### config.mk
export PLATFORM = sky130hd
export DESIGN_NAME = hi_tag_manchester_decoder
export DESIGN_NICKNAME = d
export VERILOG_FILES = /design/src/rtl/hi_tag_decoder_pkg.sv /design/src/rtl/hi_amp_slicer.sv /design/src/rtl/hi_tag_manchester_decoder.sv
export SDC_FILE = /design/constraint.sdc
export NUM_CORES = 1
export LEC_CHECK = 0
export BUFFER_PORTS_ARGS = -buffer_cell sky130_fd_sc_hd__buf_2
export CORE_ASPECT_RATIO = 2
export CORE_UTILIZATION = 54
export CTS_CLUSTER_SIZE = 10
export DETAILED_ROUTE_END_ITERATION = 10
export HOLD_SLACK_MARGIN = 0.15
export PLACE_DENSITY = 0.8
export SLEW_MARGIN = 20
export SYNTH_ARGS = -nofsm -noshare
export SYNTH_HDL_FRONTEND = slang
export SYNTH_SLANG_ARGS = --single-unit
### constraint.sdc
create_clock -name adc_clk -period 2.9 [get_ports adc_clk]
set_input_delay 0.58 -clock adc_clk [delete_from_list [all_inputs] [get_ports adc_clk]]
set_output_delay 0.58 -clock adc_clk [all_outputs]
set_load 0.03 [all_outputs]
### src/rtl/hi_tag_decoder_pkg.sv
// hi_tag_decoder_pkg: shared types and constants for the HITAG Manchester decoder
package hi_tag_decoder_pkg;
  typedef enum logic [1:0] {IDLE, FIRST_HALF, SECOND_HALF, FLUSH} state_t;
  localparam logic [1:0] HB_MOD_UNMOD = 2'b10;
  localparam logic [1:0] HB_UNMOD_MOD = 2'b01;
  localparam logic [1:0] HB_COLL      = 2'b11;
  localparam logic [1:0] HB_EOF       = 2'b00;
  localparam int AMP_W_DEF = 14;
endpackage

### src/rtl/hi_amp_slicer.sv
// hi_amp_slicer: hysteresis slicer turning correlator amplitude into the modulation level
module hi_amp_slicer import hi_tag_decoder_pkg::*; #(
  parameter int AMP_W = AMP_W_DEF
) (
  input  logic             adc_clk,
  input  logic             rst_n,
  input  logic             amp_valid,
  input  logic [AMP_W-1:0] amp,
  input  logic [AMP_W-1:0] thresh_hi,
  input  logic [AMP_W-1:0] thresh_lo,
  output logic             mod_nxt
);
  logic mod_q, mod_d;
  always_comb mod_d = !amp_valid ? mod_q : (amp > thresh_hi) ? 1'b1 : (amp < thresh_lo) ? 1'b0 : mod_q;
  assign mod_nxt = mod_d;
  always_ff @(negedge adc_clk or negedge rst_n)
    if (!rst_n) mod_q <= 1'b0;
    else mod_q <= mod_d;
endmodule

### src/rtl/hi_tag_manchester_decoder.sv
// hi_tag_manchester_decoder: sliced half-bit pairs to characters with SOF/EOF framing.
// HI_TAG_DECODER_PARITY_EN adds a 9th odd-parity bit per character.
module hi_tag_manchester_decoder import hi_tag_decoder_pkg::*; #(
  parameter int AMP_W     = AMP_W_DEF,
  parameter int MAX_BYTES = 64
) (
  input  logic             adc_clk,
  input  logic             rst_n,
  input  logic             enable,
  input  logic             amp_valid,
  input  logic [AMP_W-1:0] amp,
  input  logic [AMP_W-1:0] thresh_hi,
  input  logic [AMP_W-1:0] thresh_lo,
  output logic             byte_valid,
  output logic [7:0]       byte_data,
  output logic [3:0]       byte_bits,
  output logic             parity_err,
  output logic             collision,
  output logic             frame_end,
  output logic             overflow
);
`ifdef HI_TAG_DECODER_PARITY_EN
  localparam int CHAR_W = 9;
  logic perr_q, perr_d, e_perr;
`else
  localparam int CHAR_W = 8;
`endif
  localparam int CHR_W = $clog2(MAX_BYTES + 1);

  state_t            state_q, state_d;
  logic              half_q, half_d, sof_q, sof_d, coll_q, coll_d;
  logic [CHAR_W-1:0] sr_q, sr_d, sr_ins;
  logic [3:0]        cnt_q, cnt_d, bits_q, bits_d, e_bits;
  logic [CHR_W-1:0]  chars_q, chars_d;
  logic [7:0]        data_q, data_d, e_data;
  logic              bv_q, bv_d, fe_q, fe_d, ovf_q, ovf_d, cout_q, cout_d;
  logic              mod_nxt, data_bit, full, emit, e_coll;
  logic [1:0]        pair;

  hi_amp_slicer #(.AMP_W(AMP_W)) u_slicer (
    .adc_clk(adc_clk), .rst_n(rst_n), .amp_valid(amp_valid), .amp(amp),
    .thresh_hi(thresh_hi), .thresh_lo(thresh_lo), .mod_nxt(mod_nxt)
  );

  assign pair     = {half_q, mod_nxt};
  assign data_bit = (pair == HB_MOD_UNMOD) || (pair == HB_COLL);
  assign sr_ins   = sr_q | (CHAR_W'(data_bit) << cnt_q);
  assign full     = cnt_q == 4'(CHAR_W - 1);

  always_comb begin
    state_d = state_q;
    half_d  = half_q;
    sof_d   = sof_q;
    sr_d    = sr_q;
    cnt_d   = cnt_q;
    coll_d  = coll_q;
    chars_d = chars_q;
    data_d  = data_q;
    bits_d  = bits_q;
    cout_d  = cout_q;
    ovf_d   = ovf_q;
    bv_d    = 1'b0;
    fe_d    = 1'b0;
    emit    = 1'b0;
    e_data  = sr_ins[7:0];
    e_bits  = 4'd8;
    e_coll  = coll_q | (pair == HB_COLL);
`ifdef HI_TAG_DECODER_PARITY_EN
    perr_d  = perr_q;
    e_perr  = 1'b0;
`endif
    case (state_q)
      IDLE: if (amp_valid && mod_nxt) begin
        state_d = SECOND_HALF;
        half_d  = 1'b1;
        sof_d   = 1'b1;
        sr_d    = '0;
        cnt_d   = '0;
        coll_d  = 1'b0;
        chars_d = '0;
      end
      FIRST_HALF: if (amp_valid) begin
        half_d  = mod_nxt;
        state_d = SECOND_HALF;
      end
      SECOND_HALF: if (amp_valid) begin
        if (pair == HB_EOF) begin
          state_d = FLUSH;
          emit    = cnt_q != 4'd0;
          e_data  = sr_q[7:0];
          e_bits  = cnt_q;
          e_coll  = coll_q;
        end else begin
          state_d = FIRST_HALF;
          sof_d   = 1'b0;
          if (!sof_q && full) begin
            emit   = 1'b1;
            sr_d   = '0;
            cnt_d  = '0;
            coll_d = 1'b0;
`ifdef HI_TAG_DECODER_PARITY_EN
            e_perr = ~^sr_ins;
`endif
          end else if (!sof_q) begin
            sr_d   = sr_ins;
            cnt_d  = cnt_q + 4'd1;
            coll_d = e_coll;
          end
        end
      end
      FLUSH: begin
        fe_d    = 1'b1;
        state_d = IDLE;
      end
    endcase
    // a character past MAX_BYTES is dropped and terminates the frame on the spot
    if (emit && chars_q == CHR_W'(MAX_BYTES)) begin
      ovf_d   = 1'b1;
      fe_d    = 1'b1;
      state_d = IDLE;
    end else if (emit) begin
      bv_d    = 1'b1;
      chars_d = chars_q + 1'b1;
      data_d  = e_data;
      bits_d  = e_bits;
      cout_d  = e_coll;
`ifdef HI_TAG_DECODER_PARITY_EN
      perr_d  = e_perr;
`endif
    end
    if (!enable) begin
      state_d = IDLE;
      bv_d    = 1'b0;
      fe_d    = 1'b0;
      ovf_d   = 1'b0;
    end
  end

  always_ff @(negedge adc_clk or negedge rst_n)
    if (!rst_n) begin
      state_q <= IDLE;
      half_q  <= 1'b0;
      sof_q   <= 1'b0;
      sr_q    <= '0;
      cnt_q   <= '0;
      coll_q  <= 1'b0;
      chars_q <= '0;
      data_q  <= '0;
      bits_q  <= '0;
      cout_q  <= 1'b0;
      ovf_q   <= 1'b0;
      bv_q    <= 1'b0;
      fe_q    <= 1'b0;
    end else begin
      state_q <= state_d;
      half_q  <= half_d;
      sof_q   <= sof_d;
      sr_q    <= sr_d;
      cnt_q   <= cnt_d;
      coll_q  <= coll_d;
      chars_q <= chars_d;
      data_q  <= data_d;
      bits_q  <= bits_d;
      cout_q  <= cout_d;
      ovf_q   <= ovf_d;
      bv_q    <= bv_d;
      fe_q    <= fe_d;
    end

`ifdef HI_TAG_DECODER_PARITY_EN
  always_ff @(negedge adc_clk or negedge rst_n)
    if (!rst_n) perr_q <= 1'b0;
    else perr_q <= perr_d;
  assign parity_err = perr_q;
`else
  assign parity_err = 1'b0;
`endif

  assign byte_valid = bv_q;
  assign byte_data  = data_q;
  assign byte_bits  = bits_q;
  assign collision  = cout_q;
  assign frame_end  = fe_q;
  assign overflow   = ovf_q;
endmodule

# Yosys cells after proc, flatten, opt, wreduce, memory -nomap -nowiden
# Cells that the tools add are included.
totals:
  register_bits: 41
  input_bits: 46
  out_inout_bits: 17
classes:
  addsub: 2
  order_cmp: 2
  n_eq_ne: 16
  n_shift: 1
  mux: 59
  bitwise: 3
  n_reduce_logical: 15
ops:
  columns: ["op", "n"]
  rows:
  - ["2-to-1 mux 8 bit", 8]
  - ["2-to-1 mux 4 bit", 8]
  - ["2-to-1 mux 7 bit", 4]
  - ["2-to-1 mux 1 bit", 27]
  - ["case mux 8 bit (2 select lines)", 1]
  - ["greater-than comparator 14 bit", 1]
  - ["< comparator 14 bit", 1]
  - ["2-to-1 mux 2 bit", 6]
  - ["!= test 4 bit (second input constant)", 3]
  - ["== test 2 bit (second input constant)", 4]
  - ["!= test 2 bit (second input constant)", 4]
  - ["bitwise OR 8 bit", 1]
  - ["case mux 2 bit (4 select lines)", 1]
  - ["case mux 4 bit (2 select lines)", 1]
  - ["<< shifter 1 x 4 -> 8 bit", 1]
  - ["adder 7 x 1 -> 7 bit (second input constant)", 1]
  - ["== test 7 bit (second input constant)", 1]
  - ["case mux 1 bit (2 select lines)", 3]
  - ["AND reduction 3 bit", 2]
  - ["AND reduction 5 bit", 1]
  - ["adder 4 x 1 -> 4 bit (second input constant)", 1]
  - ["== test 4 x 3 -> 1 bit (second input constant)", 1]
  - ["logical NOT 2 bit", 2]
  - ["AND reduction 4 bit", 1]
  - ["11 further kinds", 14]

# Depth between registers and ports, before layout
# Gate-level depths: netlist (run 1).
depth:
  ltp_word: 13
  ltp_mapped: 12

# By module
# From an unflattened synthesis (run 1), not the netlist that was laid out.
hier_totals:
  cells_unflattened: 304
  hier_area_um2: 2731.4
modules_own_cells:
  columns: ["module", "instances", "cells_per_inst", "area_each_um2", "seq_area_each_um2"]
  rows:
  - ["hi_tag_manchester_decoder", 1, 207, 2031.9, 1001.0]
  - ["hi_amp_slicer", 1, 97, 699.4, 25.0]

==> metrics.txt, run 1 <==
# TYPE chip_impl_metric gauge
chip_impl_info{name="run_status",value="finished with violations"} 1
chip_impl_info{name="failed_checks",value="setup timing"} 1
chip_impl_info{name="worstHoldEndpoint",value="sof_q"} 1
chip_impl_info{name="post-synth-top-area-cell",value="sky130_fd_sc_hd__dfrtn_1"} 1
chip_impl_metric{name="p_int",unit="mW"} 1.56
chip_impl_metric{name="finalSetupViolCount",unit=""} 49
chip_impl_info{name="synth.top_cells.by_count",value="41 x sky130_fd_sc_hd__dfrtn_1, 40 x sky130_fd_sc_hd__inv_1, 40 x sky130_fd_sc_hd__nor2_1"} 1
chip_impl_info{name="crit_path_start_kind",value="input pin"} 1
chip_impl_info{name="tritoncts",value="done"} 1
chip_impl_metric{name="yosysWarnings",unit=""} 0
chip_impl_info{name="clock_tree_root_buffer_cell",value="sky130_fd_sc_hd__clkbuf_8"} 1
chip_impl_metric{name="insertion_delay",unit="ps"} 300
chip_impl_metric{name="grt_use_total",unit="%"} 30.0
chip_impl_metric{name="ioPinCount",unit=""} 63
chip_impl_metric{name="comb_power_share",unit="%"} 49.0
chip_impl_metric{name="final_antenna_net_count",unit=""} 0
chip_impl_metric{name="hpwlAfterDp",unit="mm"} 5.25
chip_impl_metric{name="cp_slowest_stage_delay",unit="ps"} 330
chip_impl_metric{name="core_region_area",unit="µm²"} 4820
chip_impl_info{name="synth_area_leaders",value="sky130_fd_sc_hd__dfrtn_1 38%, sky130_fd_sc_hd__ha_1 14%, sky130_fd_sc_hd__a21oi_1 5.9%, sky130_fd_sc_hd__inv_1 5.6%, sky130_fd_sc_hd__nor2_1 5.6%"} 1
chip_impl_metric{name="drt_drc_violations_left",unit=""} 0
chip_impl_metric{name="final_cell_area",unit="µm²"} 4320
chip_impl_metric{name="synth-edff-count",unit=""} 0
chip_impl_metric{name="timing.final.max_slew_violations",unit=""} 0
chip_impl_metric{name="postSynthCellCount",unit=""} 303
chip_impl_metric{name="syn_avg_cell_area",unit="µm²"} 8.89
chip_impl_metric{name="slew_headroom",unit="%"} 64.4
chip_impl_metric{name="drive_above_1_share",unit="%"} 51.2
chip_impl_metric{name="mappedNetlistArea",unit="µm²"} 2700
chip_impl_metric{name="switching_power_summed_over_all_nets",unit="mW"} 0.966
chip_impl_metric{name="port-buffer-count",unit=""} 61
chip_impl_metric{name="detailed_place.area",unit="µm²"} 3470
chip_impl_metric{name="sequential_share_of_the_synthesized_area",unit="%"} 38.1
chip_impl_info{name="crit_slowest_cell",value="sky130_fd_sc_hd__o221a_2"} 1
chip_impl_metric{name="nets",unit=""} 481
chip_impl_metric{name="timing.clock.skew",unit="ps"} 8.47
chip_impl_metric{name="synth.distinct_cells",unit=""} 48
chip_impl_metric{name="detailedRoute.firstIterationViolations",unit=""} 68
chip_impl_metric{name="clk_path_buf_depth",unit=""} 2
chip_impl_metric{name="ff2ff_setup_slack",unit="ps"} 400
chip_impl_metric{name="routedWlPerCell",unit="µm"} 18.8
chip_impl_metric{name="hold-worst-slack",unit="ps"} 461
chip_impl_metric{name="power",unit="mW"} 2.52
chip_impl_info{name="criticalPathCategory",value="input pin to flip-flop"} 1
chip_impl_metric{name="die_x",unit="µm"} 52.0
chip_impl_metric{name="area_growth",unit="%"} 60.4
chip_impl_metric{name="total_leakage_power",unit="nW"} 2.02
chip_impl_info{name="min-delay-path-class",value="flip-flop to flip-flop"} 1
chip_impl_info{name="grt_setup_unrepaired",value="yes"} 1
chip_impl_metric{name="power.share.switching",unit="%"} 38.3
chip_impl_info{name="ys.flop_type",value="sky130_fd_sc_hd__dfrtn_1"} 1
chip_impl_metric{name="synthesis.nets",unit=""} 380
chip_impl_metric{name="asyncSetResetFlopFracSynth",unit="%"} 100
chip_impl_metric{name="setup_tns",unit="ps"} -47240
chip_impl_info{name="crit-reg2reg-launch",value="cnt_q[1]"} 1
chip_impl_metric{name="numCtsBuffers",unit=""} 5
chip_impl_metric{name="num_antenna_cells",unit=""} 0
chip_impl_metric{name="p_clk_share",unit="%"} 17.4
chip_impl_metric{name="initial_core_util",unit="%"} 55.9
chip_impl_metric{name="remaining_overflow_grt",unit=""} 0
chip_impl_metric{name="grt_pass1_vias",unit=""} 2673
chip_impl_metric{name="vias",unit=""} 2690
chip_impl_metric{name="route.detailed.vias_per_inst",unit=""} 5.84
chip_impl_metric{name="worst_ir_drop_vdd",unit="V"} 0.000835
chip_impl_metric{name="worstPathRequired",unit="ps"} 1600
chip_impl_info{name="crit_start",value="thresh_hi[13]"} 1
chip_impl_metric{name="first_pass_grt_wire_length",unit="mm"} 11.7
chip_impl_info{name="post-synth-top-count-cell",value="sky130_fd_sc_hd__dfrtn_1"} 1
chip_impl_metric{name="p_per_cell_area",unit="nW/µm²"} 583
chip_impl_info{name="worst_r2r_endpoint",value="chars_q[6]"} 1
chip_impl_metric{name="yosysTopAreaCellShare",unit="%"} 38.1
chip_impl_metric{name="clkSlewWorstSetupHoldPaths",unit="ps"} 50
chip_impl_metric{name="ys_seq_elements",unit=""} 41
chip_impl_info{name="setup.worst_path.end_class",value="flip-flop"} 1
chip_impl_metric{name="worst-slew-pin-transition",unit="ps"} 530
chip_impl_metric{name="fillerInstances",unit=""} 204
chip_impl_metric{name="die-area",unit="µm²"} 5290
chip_impl_metric{name="worst-r2r-cell-count",unit=""} 8
chip_impl_metric{name="antenna_found_initial",unit=""} 0
chip_impl_metric{name="fp-row-count",unit=""} 36
chip_impl_metric{name="crit_arrival",unit="ps"} 2850
chip_impl_metric{name="routabilityCongestion",unit=""} 0.818
chip_impl_metric{name="report.final.hold_viol_count",unit=""} 0
chip_impl_metric{name="dieHeight",unit="µm"} 102
chip_impl_metric{name="max_cap_violations",unit=""} 0
chip_impl_info{name="holdCritStartpoint",value="sof_q"} 1
chip_impl_metric{name="power.share.sequential",unit="%"} 33.6
chip_impl_metric{name="timing.hold.worst_path_depth",unit=""} 2
chip_impl_metric{name="grt_start_max_net_pins",unit=""} 42
chip_impl_metric{name="dr.pass1.iters",unit=""} 4
chip_impl_metric{name="largest_fanout_of_any_net_on_the_critical_path",unit=""} 3
chip_impl_metric{name="htreeDepth",unit=""} 2
chip_impl_metric{name="clock-sinks",unit=""} 41
chip_impl_info{name="crit_chain",value="buf_6 > inv_2 > ha_4 > buf_4 > buf_4 > a21oi_1 > o221a_2 > a21oi_4 > a2111oi_4 > buf_4 > nor4b_4 > buf_4 > buf_6 > o21a_1"} 1
chip_impl_metric{name="setup_slack",unit="ps"} -1260
chip_impl_metric{name="route.final.wire_length",unit="mm"} 8.65
chip_impl_info{name="crit_path_frequent_cell",value="sky130_fd_sc_hd__buf_4"} 1
[timing repair]
item / in CTS / in global routing
pin swaps: 9 / 31
gates resized for setup: 58 / 98
hold endpoints to repair: 0 / 0
cloned: 0 / 1
setup buffers: 6 / 8
hold buffers: 0 / 0
setup endpoints to repair: 55 / 57
[registers in the layout (all words and copies together) (netlist names)]
| register | count |
|---|---|
| collision | 1 |
| coll_q | 1 |
| state_q | 2 |
| chars_q | 7 |
| byte_data | 8 |
| half_q | 1 |
| cnt_q | 4 |
| sr_q | 8 |
| byte_valid | 1 |
| overflow | 1 |
| sof_q | 1 |
| byte_bits | 4 |
| frame_end | 1 |
| u_slicer.mod_q | 1 |
[worst max-delay path: cells and delay by family]
family / cells / cell delay [ps]
compound gates: 5 / 1180
fa+ha+maj: 1 / 200
buf+inv: 7 / 850
simple gates: 1 / 50
[kinds of logic (layout without fill, tap and decap cells)]
logic type | after synthesis | after routing | synth area share (%)
AOI/OAI and AO/OA | 70 | 70 | 19.0
buffers and inverters | 51 | 152 | 7.98
muxes | 5 | 5 | 1.90
DFF | 41 | 41 | 38.1
and+or+nand+nor | 104 | 104 | 18.5
adders and majority gates | 31 | 31 | 14.4
other | 1 | 1 | 0.139
[placed cells by master (no fill, tap or decap), types with 6 or more instances in the layout]
| master | count |
|---|---|
| sky130_fd_sc_hd__a21oi_1 | 14 |
| sky130_fd_sc_hd__a21oi_2 | 15 |
| sky130_fd_sc_hd__buf_2 | 26 |
| sky130_fd_sc_hd__buf_4 | 32 |
| sky130_fd_sc_hd__buf_6 | 37 |
| sky130_fd_sc_hd__dfrtn_1 | 41 |
| sky130_fd_sc_hd__ha_1 | 14 |
| sky130_fd_sc_hd__ha_4 | 17 |
| sky130_fd_sc_hd__inv_1 | 25 |
| sky130_fd_sc_hd__inv_2 | 9 |
| sky130_fd_sc_hd__nand2_1 | 19 |
| sky130_fd_sc_hd__nand3_1 | 8 |
| sky130_fd_sc_hd__nand4_1 | 10 |
| sky130_fd_sc_hd__nor2_1 | 26 |
| sky130_fd_sc_hd__nor2_2 | 8 |
| sky130_fd_sc_hd__nor2_4 | 6 |
| sky130_fd_sc_hd__nor3_1 | 6 |
[stage by stage]
step	setup WS (ps)	instances	utilization (%)
2_1_floorplan	-1210	303	-
3_3_place_gp	-1430	440	71.9
3_5_place_dp	-1450	440	71.9
4_1_cts	-1140	453	79.4
5_1_grt	-1320	461	89.7
6_report	-1260	461	89.7
[power groups by stage]
| stage | clock (mW) | sequential, mW | combinational (mW) |
|---|---|---|---|
| floorplan | 0 | 0.964 | 0.361 |
| detailed placement | 0 | 0.803 | 0.811 |
| finish | 0.439 | 0.847 | 1.23 |
| global placement | 0 | 0.803 | 0.786 |
| CTS | 0.444 | 0.821 | 0.996 |
| global route | 0.465 | 0.860 | 1.31 |
[final cells by class]
class | instances | area (µm²) | share of cell area [%]
sequential | 41 | 1030 | 23.7
tap | 57 | 71.3 | 1.65
clock buffer | 5 | 68.8 | 1.59
multi-input combinational | 211 | 1990 | 45.9
inverter | 41 | 189 | 4.37
timing repair buffer | 104 | 947 | 21.9
clock inverter | 2 | 35.0 | 0.810
[metal layers]
metal / wire length [µm] / up-vias / GRT usage (%)
li1: - / 1246 / -
met1: 3040 / 1297 / 28.6
met2: 4800 / 100 / 57.7
met3: 296 / 47 / 3.57
met4: 518 / 0 / 17.5
met5: 0 / - / 0
[how the worst max path moves through the flow]
stage	end	slack, ps	depth (start not counted)
after CTS	byte_bits[1]	-1140	12
final	overflow	-1260	14
after global routing	overflow	-1320	14
after detailed placement	byte_data[7]	-1450	10
after floorplan	byte_bits[3]	-1210	10
after global placement	byte_data[5]	-1430	10
(Power assumes the default switching activity.)
==> run 2: changes to the inputs <==
- CELL_PAD_IN_SITES_DETAIL_PLACEMENT: unset -> 1
- CELL_PAD_IN_SITES_GLOBAL_PLACEMENT: unset -> 2
- CORE_UTILIZATION: 54 -> 32
- PLACE_DENSITY: 0.8 -> 0.89
- SLEW_MARGIN: 20 -> unset
==> run 2 against run 1 <==
Compared with the run above:
- the flow still finishes with violations (setup timing)
- clock-buffer cell count is the same
- largest cell class unchanged
- routed wire length increased by 0.53%
- sequential power shrank 2%
- first-iteration DRC count fell by 57%
- global-route usage fell by 10 points
- flip-flop and latch count did not move
- non-clock buffer count decreased by 3
- power up 10%
- via count decreased by 3.2%
- hold slack got worse by 21 ps
- clock skew decreased by 3.1 ps
- sequential share of layout area shrank 0.80 points
==> metrics.txt, run 2 (synthesized netlist as in run 1, its figures left out) <==
# TYPE chip_impl_metric gauge
chip_impl_info{name="run_status",value="finished with violations"} 1
chip_impl_info{name="failed_checks",value="setup timing"} 1
chip_impl_metric{name="routabilityCongestion",unit=""} 0.829
chip_impl_metric{name="power.share.switching",unit="%"} 35.3
chip_impl_metric{name="remaining_overflow_grt",unit=""} 0
chip_impl_metric{name="clk_path_buf_depth",unit=""} 2
chip_impl_metric{name="num_antenna_cells",unit=""} 0
chip_impl_info{name="crit-reg2reg-launch",value="cnt_q[0]"} 1
chip_impl_metric{name="dieHeight",unit="µm"} 132
chip_impl_metric{name="clkSlewWorstSetupHoldPaths",unit="ps"} 50
chip_impl_metric{name="dr.pass1.iters",unit=""} 4
chip_impl_metric{name="vias",unit=""} 2604
chip_impl_metric{name="grt_use_total",unit="%"} 20.0
chip_impl_metric{name="detailedRoute.firstIterationViolations",unit=""} 29
chip_impl_metric{name="grt_start_max_net_pins",unit=""} 42
chip_impl_metric{name="cts_hold_buf",unit=""} 0
chip_impl_metric{name="cp_slowest_stage_delay",unit="ps"} 460
chip_impl_metric{name="port-buffer-count",unit=""} 61
chip_impl_metric{name="area_growth",unit="%"} 66.1
chip_impl_metric{name="fp-row-count",unit=""} 47
chip_impl_metric{name="p_clk_share",unit="%"} 25.9
chip_impl_metric{name="finalSetupViolCount",unit=""} 52
chip_impl_metric{name="die_x",unit="µm"} 66.9
chip_impl_metric{name="initial_core_util",unit="%"} 32.7
chip_impl_metric{name="htreeDepth",unit=""} 2
chip_impl_metric{name="drt_drc_violations_left",unit=""} 0
chip_impl_metric{name="crit_arrival",unit="ps"} 2710
chip_impl_metric{name="numCtsBuffers",unit=""} 5
chip_impl_metric{name="final_antenna_net_count",unit=""} 0
chip_impl_metric{name="switching_power_summed_over_all_nets",unit="mW"} 0.979
chip_impl_metric{name="ff2ff_setup_slack",unit="ps"} 610
chip_impl_info{name="crit_slowest_cell",value="sky130_fd_sc_hd__a311o_1"} 1
chip_impl_metric{name="insertion_delay",unit="ps"} 310
chip_impl_metric{name="drive_above_1_share",unit="%"} 52.7
chip_impl_metric{name="worst-slew-pin-transition",unit="ps"} 512
chip_impl_metric{name="die-area",unit="µm²"} 8820
chip_impl_metric{name="timing.final.max_slew_violations",unit=""} 0
chip_impl_metric{name="largest_fanout_of_any_net_on_the_critical_path",unit=""} 6
chip_impl_metric{name="timing.clock.skew",unit="ps"} 5.32
chip_impl_metric{name="routedWlPerCell",unit="µm"} 17.4
chip_impl_metric{name="p_per_cell_area",unit="nW/µm²"} 620
chip_impl_metric{name="grt_pass1_vias",unit=""} 2823
chip_impl_info{name="layout_commonest_cell",value="sky130_fd_sc_hd__dfrtn_1"} 1
chip_impl_metric{name="comb_power_share",unit="%"} 44.3
chip_impl_info{name="worst_r2r_endpoint",value="state_q[0]"} 1
chip_impl_info{name="worstHoldEndpoint",value="sr_q[6]"} 1
chip_impl_metric{name="ioPinCount",unit=""} 63
chip_impl_info{name="min-delay-path-class",value="flip-flop to flip-flop"} 1
chip_impl_metric{name="first_pass_grt_wire_length",unit="mm"} 13.1
chip_impl_info{name="criticalPathCategory",value="input pin to flip-flop"} 1
chip_impl_metric{name="setup_slack",unit="ps"} -1100
chip_impl_metric{name="clock-sinks",unit=""} 41
chip_impl_metric{name="power.share.sequential",unit="%"} 29.8
chip_impl_metric{name="final_cell_area",unit="µm²"} 4480
chip_impl_metric{name="worstPathRequired",unit="ps"} 1600
chip_impl_metric{name="route.final.wire_length",unit="mm"} 8.70
chip_impl_metric{name="finish.utilization",unit="%"} 54.4
chip_impl_metric{name="max_cap_violations",unit=""} 0
chip_impl_metric{name="total_leakage_power",unit="nW"} 2.02
chip_impl_info{name="holdCritStartpoint",value="sr_q[6]"} 1
chip_impl_metric{name="hpwlAfterDp",unit="mm"} 6.42
chip_impl_metric{name="antenna_found_initial",unit=""} 0
chip_impl_metric{name="setup_tns",unit="ps"} -41530
chip_impl_info{name="crit_path_start_kind",value="input pin"} 1
chip_impl_metric{name="core_region_area",unit="µm²"} 8230
chip_impl_metric{name="worst-r2r-cell-count",unit=""} 7
chip_impl_metric{name="fillerInstances",unit=""} 891
chip_impl_info{name="crit_chain",value="buf_8 > ha_4 > nand4_1 > a311o_1 > a2111oi_4 > a41oi_2 > a2bb2oi_4 > mux2_2"} 1
chip_impl_info{name="grt_setup_unrepaired",value="yes"} 1
chip_impl_metric{name="slew_headroom",unit="%"} 65.9
chip_impl_info{name="most-common-layout-cells",value="41 x sky130_fd_sc_hd__dfrtn_1, 40 x sky130_fd_sc_hd__buf_6, 29 x sky130_fd_sc_hd__buf_4"} 1
chip_impl_info{name="setup.worst_path.end_class",value="flip-flop"} 1
chip_impl_metric{name="worst_ir_drop_vdd",unit="V"} 0.000525
chip_impl_metric{name="p_int",unit="mW"} 1.80
chip_impl_metric{name="nets",unit=""} 478
chip_impl_info{name="clock_tree_root_buffer_cell",value="sky130_fd_sc_hd__clkbuf_16"} 1
chip_impl_metric{name="dp_slack",unit="ps"} -1570
chip_impl_metric{name="timing.hold.worst_path_depth",unit=""} 2
chip_impl_metric{name="report.final.hold_viol_count",unit=""} 0
chip_impl_metric{name="route.detailed.vias_per_inst",unit=""} 5.21
chip_impl_metric{name="detailed_place.area",unit="µm²"} 3470
chip_impl_info{name="tritoncts",value="done"} 1
==> run 2: cell types whose count changed in the layout (fill, tap and decap cells not counted), moves of 3 or more <==
cell                        before  now
sky130_fd_sc_hd__clkbuf_8        5    0
sky130_fd_sc_hd__clkbuf_16       1    5
sky130_fd_sc_hd__buf_4          32   29
sky130_fd_sc_hd__buf_6          37   40
sky130_fd_sc_hd__o2bb2ai_2       3    0
==> run 2: worst max-delay path by stage <==
| stage | startpoint | end | slack (ps) | cells after the start |
|---|---|---|---|---|
| after global placement | amp[12] | byte_data[1] | -1530 | 11 |
| after CTS | thresh_hi[5] | chars_q[3] | -1110 | 12 |
| final | amp[9] | coll_q | -1100 | 8 |
| after floorplan | thresh_hi[5] | byte_bits[3] | -1210 | 10 |
| after global routing | amp[13] | byte_data[4] | -1170 | 12 |
| after detailed placement | amp[12] | byte_data[0] | -1570 | 11 |
==> run 2: cell type report <==
cell class / count / area, µm² / share of cell area, %
clock buffer: 5 / 125 / 2.80
clock inverter: 3 / 65.1 / 1.45
inverter: 41 / 189 / 4.22
multi-input combinational: 211 / 2030 / 45.3
sequential: 41 / 1030 / 22.9
tap: 98 / 123 / 2.74
timing repair buffer: 101 / 918 / 20.5
==> run 2: worst max-delay path, delay by kind of cell <==
kind | cells | cell delay [ps]
simple gates | 1 | 190
buf+inv | 1 | 110
fa+ha+maj | 1 | 280
mux | 1 | 360
compound gates | 4 | 1190
==> run 2: timing repair <==
item / CTS / global route
buffers inserted: 5 / 13
gates resized for setup: 91 / 71
setup endpoints to repair: 57 / 57
pin swaps: 12 / 29
==> run 2: power groups by stage <==
| stage | combinational (mW) | sequential (mW) | clock (mW) |
|---|---|---|---|
| floorplan | 0.361 | 0.964 | 0 |
| global route | 1.32 | 0.842 | 0.759 |
| CTS | 1.05 | 0.832 | 0.740 |
| detailed placement | 0.832 | 0.807 | 0 |
| global placement | 0.805 | 0.807 | 0 |
| finish | 1.23 | 0.828 | 0.717 |
==> run 2: per-stage QoR <==
step	instances	power [mW]	hold slack, ps
CTS	488	2.62	448
detailed placement	475	1.64	447
floorplan	303	1.33	412
global placement	475	1.61	434
finish	500	2.77	440
global route	500	2.92	486
==> run 2: layer usage <==
| layer | up-vias | track usage (%) | wire, µm |
|---|---|---|---|
| met4 | 0 | 10.2 | 305 |
| met3 | 23 | 2.25 | 262 |
| met5 | - | 0 | 0 |
| li1 | 1235 | - | - |
| met1 | 1281 | 18.3 | 2720 |
| met2 | 65 | 39.8 | 5410 |
==> run 3: changes to the inputs <==
- BUFFER_PORTS_ARGS: -buffer_cell sky130_fd_sc_hd__buf_2 -> unset
- CORE_MARGIN: unset -> 1.5
- CORE_UTILIZATION: 32 -> 38
- DONT_BUFFER_PORTS: unset -> 1
- GPL_ROUTABILITY_DRIVEN: unset -> 0
==> run 3 against run 2 <==
Compared with the run above:
- the run still ends with setup timing left
- flip-flop and latch count is the same
- worst setup slack gained 42 ps
- final area shrank 16%
- sequential share of layout area grew 4.3 points
- first-iteration DRC count grew 41%
- via count shrank 11%
- cell count shrank 15%
- power shrank 23%
- non-clock buffer count shrank 69
- critical endpoint is now sr_q[2]
- highest routed layer unchanged
==> metrics.txt, run 3 (synthesized netlist as in run 1, its figures left out) <==
# TYPE chip_impl_metric gauge
chip_impl_metric{name="power.share.switching",unit="%"} 38.6
chip_impl_metric{name="final_antenna_net_count",unit=""} 0
chip_impl_metric{name="numCtsBuffers",unit=""} 5
chip_impl_metric{name="ioPinCount",unit=""} 63
chip_impl_metric{name="core_region_area",unit="µm²"} 6890
chip_impl_metric{name="initial_core_util",unit="%"} 39.1
chip_impl_metric{name="finish.utilization",unit="%"} 54.7
chip_impl_metric{name="timing.clock.skew",unit="ps"} 3.59
chip_impl_metric{name="worstPathRequired",unit="ps"} 1600
chip_impl_metric{name="htreeDepth",unit=""} 2
chip_impl_info{name="clock_tree_root_buffer_cell",value="sky130_fd_sc_hd__clkbuf_16"} 1
chip_impl_metric{name="finalSetupViolCount",unit=""} 55
chip_impl_metric{name="worst-slew-pin-transition",unit="ps"} 503
chip_impl_metric{name="drt_drc_violations_left",unit=""} 0
chip_impl_metric{name="drive_above_1_share",unit="%"} 39.6
chip_impl_metric{name="remaining_overflow_grt",unit=""} 0
chip_impl_metric{name="clk_path_buf_depth",unit=""} 2
chip_impl_metric{name="nets",unit=""} 409
chip_impl_metric{name="antenna_found_initial",unit=""} 0
chip_impl_metric{name="routedWlPerCell",unit="µm"} 18.6
chip_impl_metric{name="crit_arrival",unit="ps"} 2660
chip_impl_info{name="grt_setup_unrepaired",value="yes"} 1
chip_impl_metric{name="die_x",unit="µm"} 62.6
chip_impl_metric{name="p_clk_share",unit="%"} 24.9
chip_impl_info{name="run_status",value="finished with violations"} 1
chip_impl_metric{name="p_int",unit="mW"} 1.31
chip_impl_metric{name="area_growth",unit="%"} 39.7
chip_impl_info{name="crit_slowest_cell",value="sky130_fd_sc_hd__a2111oi_4"} 1
chip_impl_info{name="min-delay-path-class",value="flip-flop to flip-flop"} 1
chip_impl_info{name="crit_chain",value="inv_6 > ha_4 > nand4_1 > buf_4 > o221a_4 > a2111oi_4 > a41oi_2 > a2bb2oi_4 > and2_4 > nor2_1"} 1
chip_impl_metric{name="cp_slowest_stage_delay",unit="ps"} 360
chip_impl_info{name="crit_path_start_kind",value="input pin"} 1
chip_impl_metric{name="hpwlAfterDp",unit="mm"} 5.81
chip_impl_info{name="setup.worst_path.end_class",value="flip-flop"} 1
chip_impl_metric{name="setup_slack",unit="ps"} -1060
chip_impl_metric{name="port-buffer-count",unit=""} 0
chip_impl_metric{name="num_antenna_cells",unit=""} 0
chip_impl_metric{name="route.final.wire_length",unit="mm"} 7.87
chip_impl_metric{name="dieHeight",unit="µm"} 122
chip_impl_info{name="tritoncts",value="done"} 1
chip_impl_metric{name="max_cap_violations",unit=""} 0
chip_impl_metric{name="grt_start_max_net_pins",unit=""} 42
chip_impl_metric{name="power",unit="mW"} 2.13
chip_impl_metric{name="dp_slack",unit="ps"} -1400
chip_impl_info{name="layout_commonest_cell",value="sky130_fd_sc_hd__dfrtn_1"} 1
chip_impl_metric{name="detailedRoute.firstIterationViolations",unit=""} 41
chip_impl_metric{name="worst_ir_drop_vdd",unit="V"} 0.000459
chip_impl_metric{name="cts_hold_buf",unit=""} 0
chip_impl_metric{name="switching_power_summed_over_all_nets",unit="mW"} 0.824
chip_impl_metric{name="vias",unit=""} 2320
chip_impl_metric{name="first_pass_grt_wire_length",unit="mm"} 13.0
chip_impl_metric{name="report.final.hold_viol_count",unit=""} 0
chip_impl_info{name="most-common-layout-cells",value="41 x sky130_fd_sc_hd__dfrtn_1, 28 x sky130_fd_sc_hd__nor2_1, 24 x sky130_fd_sc_hd__inv_1"} 1
chip_impl_metric{name="insertion_delay",unit="ps"} 310
chip_impl_metric{name="comb_power_share",unit="%"} 28.0
chip_impl_metric{name="power.share.sequential",unit="%"} 47.1
chip_impl_metric{name="grt_pass1_vias",unit=""} 2646
chip_impl_metric{name="clkSlewWorstSetupHoldPaths",unit="ps"} 40
chip_impl_metric{name="largest_fanout_of_any_net_on_the_critical_path",unit=""} 8
chip_impl_metric{name="clock-sinks",unit=""} 41
chip_impl_metric{name="die-area",unit="µm²"} 7640
chip_impl_metric{name="route.detailed.vias_per_inst",unit=""} 5.48
chip_impl_metric{name="total_leakage_power",unit="nW"} 1.62
chip_impl_info{name="criticalPathCategory",value="input pin to flip-flop"} 1
chip_impl_metric{name="timing.final.max_slew_violations",unit=""} 0
chip_impl_metric{name="grt_use_total",unit="%"} 22.2
chip_impl_metric{name="slew_headroom",unit="%"} 66.5
chip_impl_metric{name="fp-row-count",unit=""} 43
chip_impl_metric{name="dr.pass1.iters",unit=""} 4
chip_impl_metric{name="p_per_cell_area",unit="nW/µm²"} 567
chip_impl_info{name="failed_checks",value="setup timing"} 1
## run 3: worst paths after layout
kind / startpoint / to / slack [ps] / depth (start not counted)
worst min register to register: sr_q[7] / sr_q[7] / 440 / 2
worst max register to register: state_q[1] / chars_q[4] / 710 / 9
worst min-delay path: sr_q[7] / sr_q[7] / 440 / 2
max in group asynchronous: rst_n / byte_data[3] / 1470 / 0
worst max-delay path: thresh_hi[13] / sr_q[2] / -1060 / 10
min in group asynchronous: rst_n / byte_data[7] / 1300 / 0
## run 3: worst max-delay path, delay by kind of cell
family                     cells  cell delay, ps
buffers and inverters          2             210
adders and majority gates      1             250
AOI/OAI and AO/OA              4            1070
and+or+nand+nor                3             540
## run 3: what timing repair did
action	4_1_cts	5_1_grt
endpoints found under the setup margin	56	57
hold endpoints to repair	0	0
setup buffers	5	5
cloned	1	0
pin swaps	12	12
gates resized for setup	58	33
## run 3: layout make-up
type | instances | area [µm²]
fillers | 780 | 3120
multi-input cells | 211 | 1980
flip-flops and latches | 41 | 1030
repair buffers | 32 | 294
inverters | 41 | 214
clock buffers | 8 | 136
well taps | 90 | 113
## run 3: stage by stage
| stage | cell area [µm²] | std cells | TNS (ps) | hold slack (ps) |
|---|---|---|---|---|
| after floorplan | 2930 | 303 | -44100 | 412 |
| after global placement | 3160 | 408 | -51400 | 436 |
| after detailed placement | 3160 | 408 | -53110 | 448 |
| after CTS | 3600 | 421 | -37590 | 449 |
| after global routing | 3760 | 423 | -43020 | 465 |
| final | 3760 | 423 | -39640 | 442 |
## run 3: power by group through the flow
stage / clock [mW] / combinational [mW] / sequential, mW
2_1_floorplan: 0 / 0.361 / 0.964
3_3_place_gp: 0 / 0.457 / 0.998
3_5_place_dp: 0 / 0.480 / 1.00
4_1_cts: 0.548 / 0.567 / 1.00
5_1_grt: 0.563 / 0.669 / 1.02
6_report: 0.532 / 0.597 / 1.01
## run 3: metal layers
metal | global-route usage, % | part of all wire, %
met1 | 19.9 | 32
met2 | 46.4 | 62
met3 | 2.95 | 2.6
met5 | 0 | 0
met4 | 11.1 | 3.2
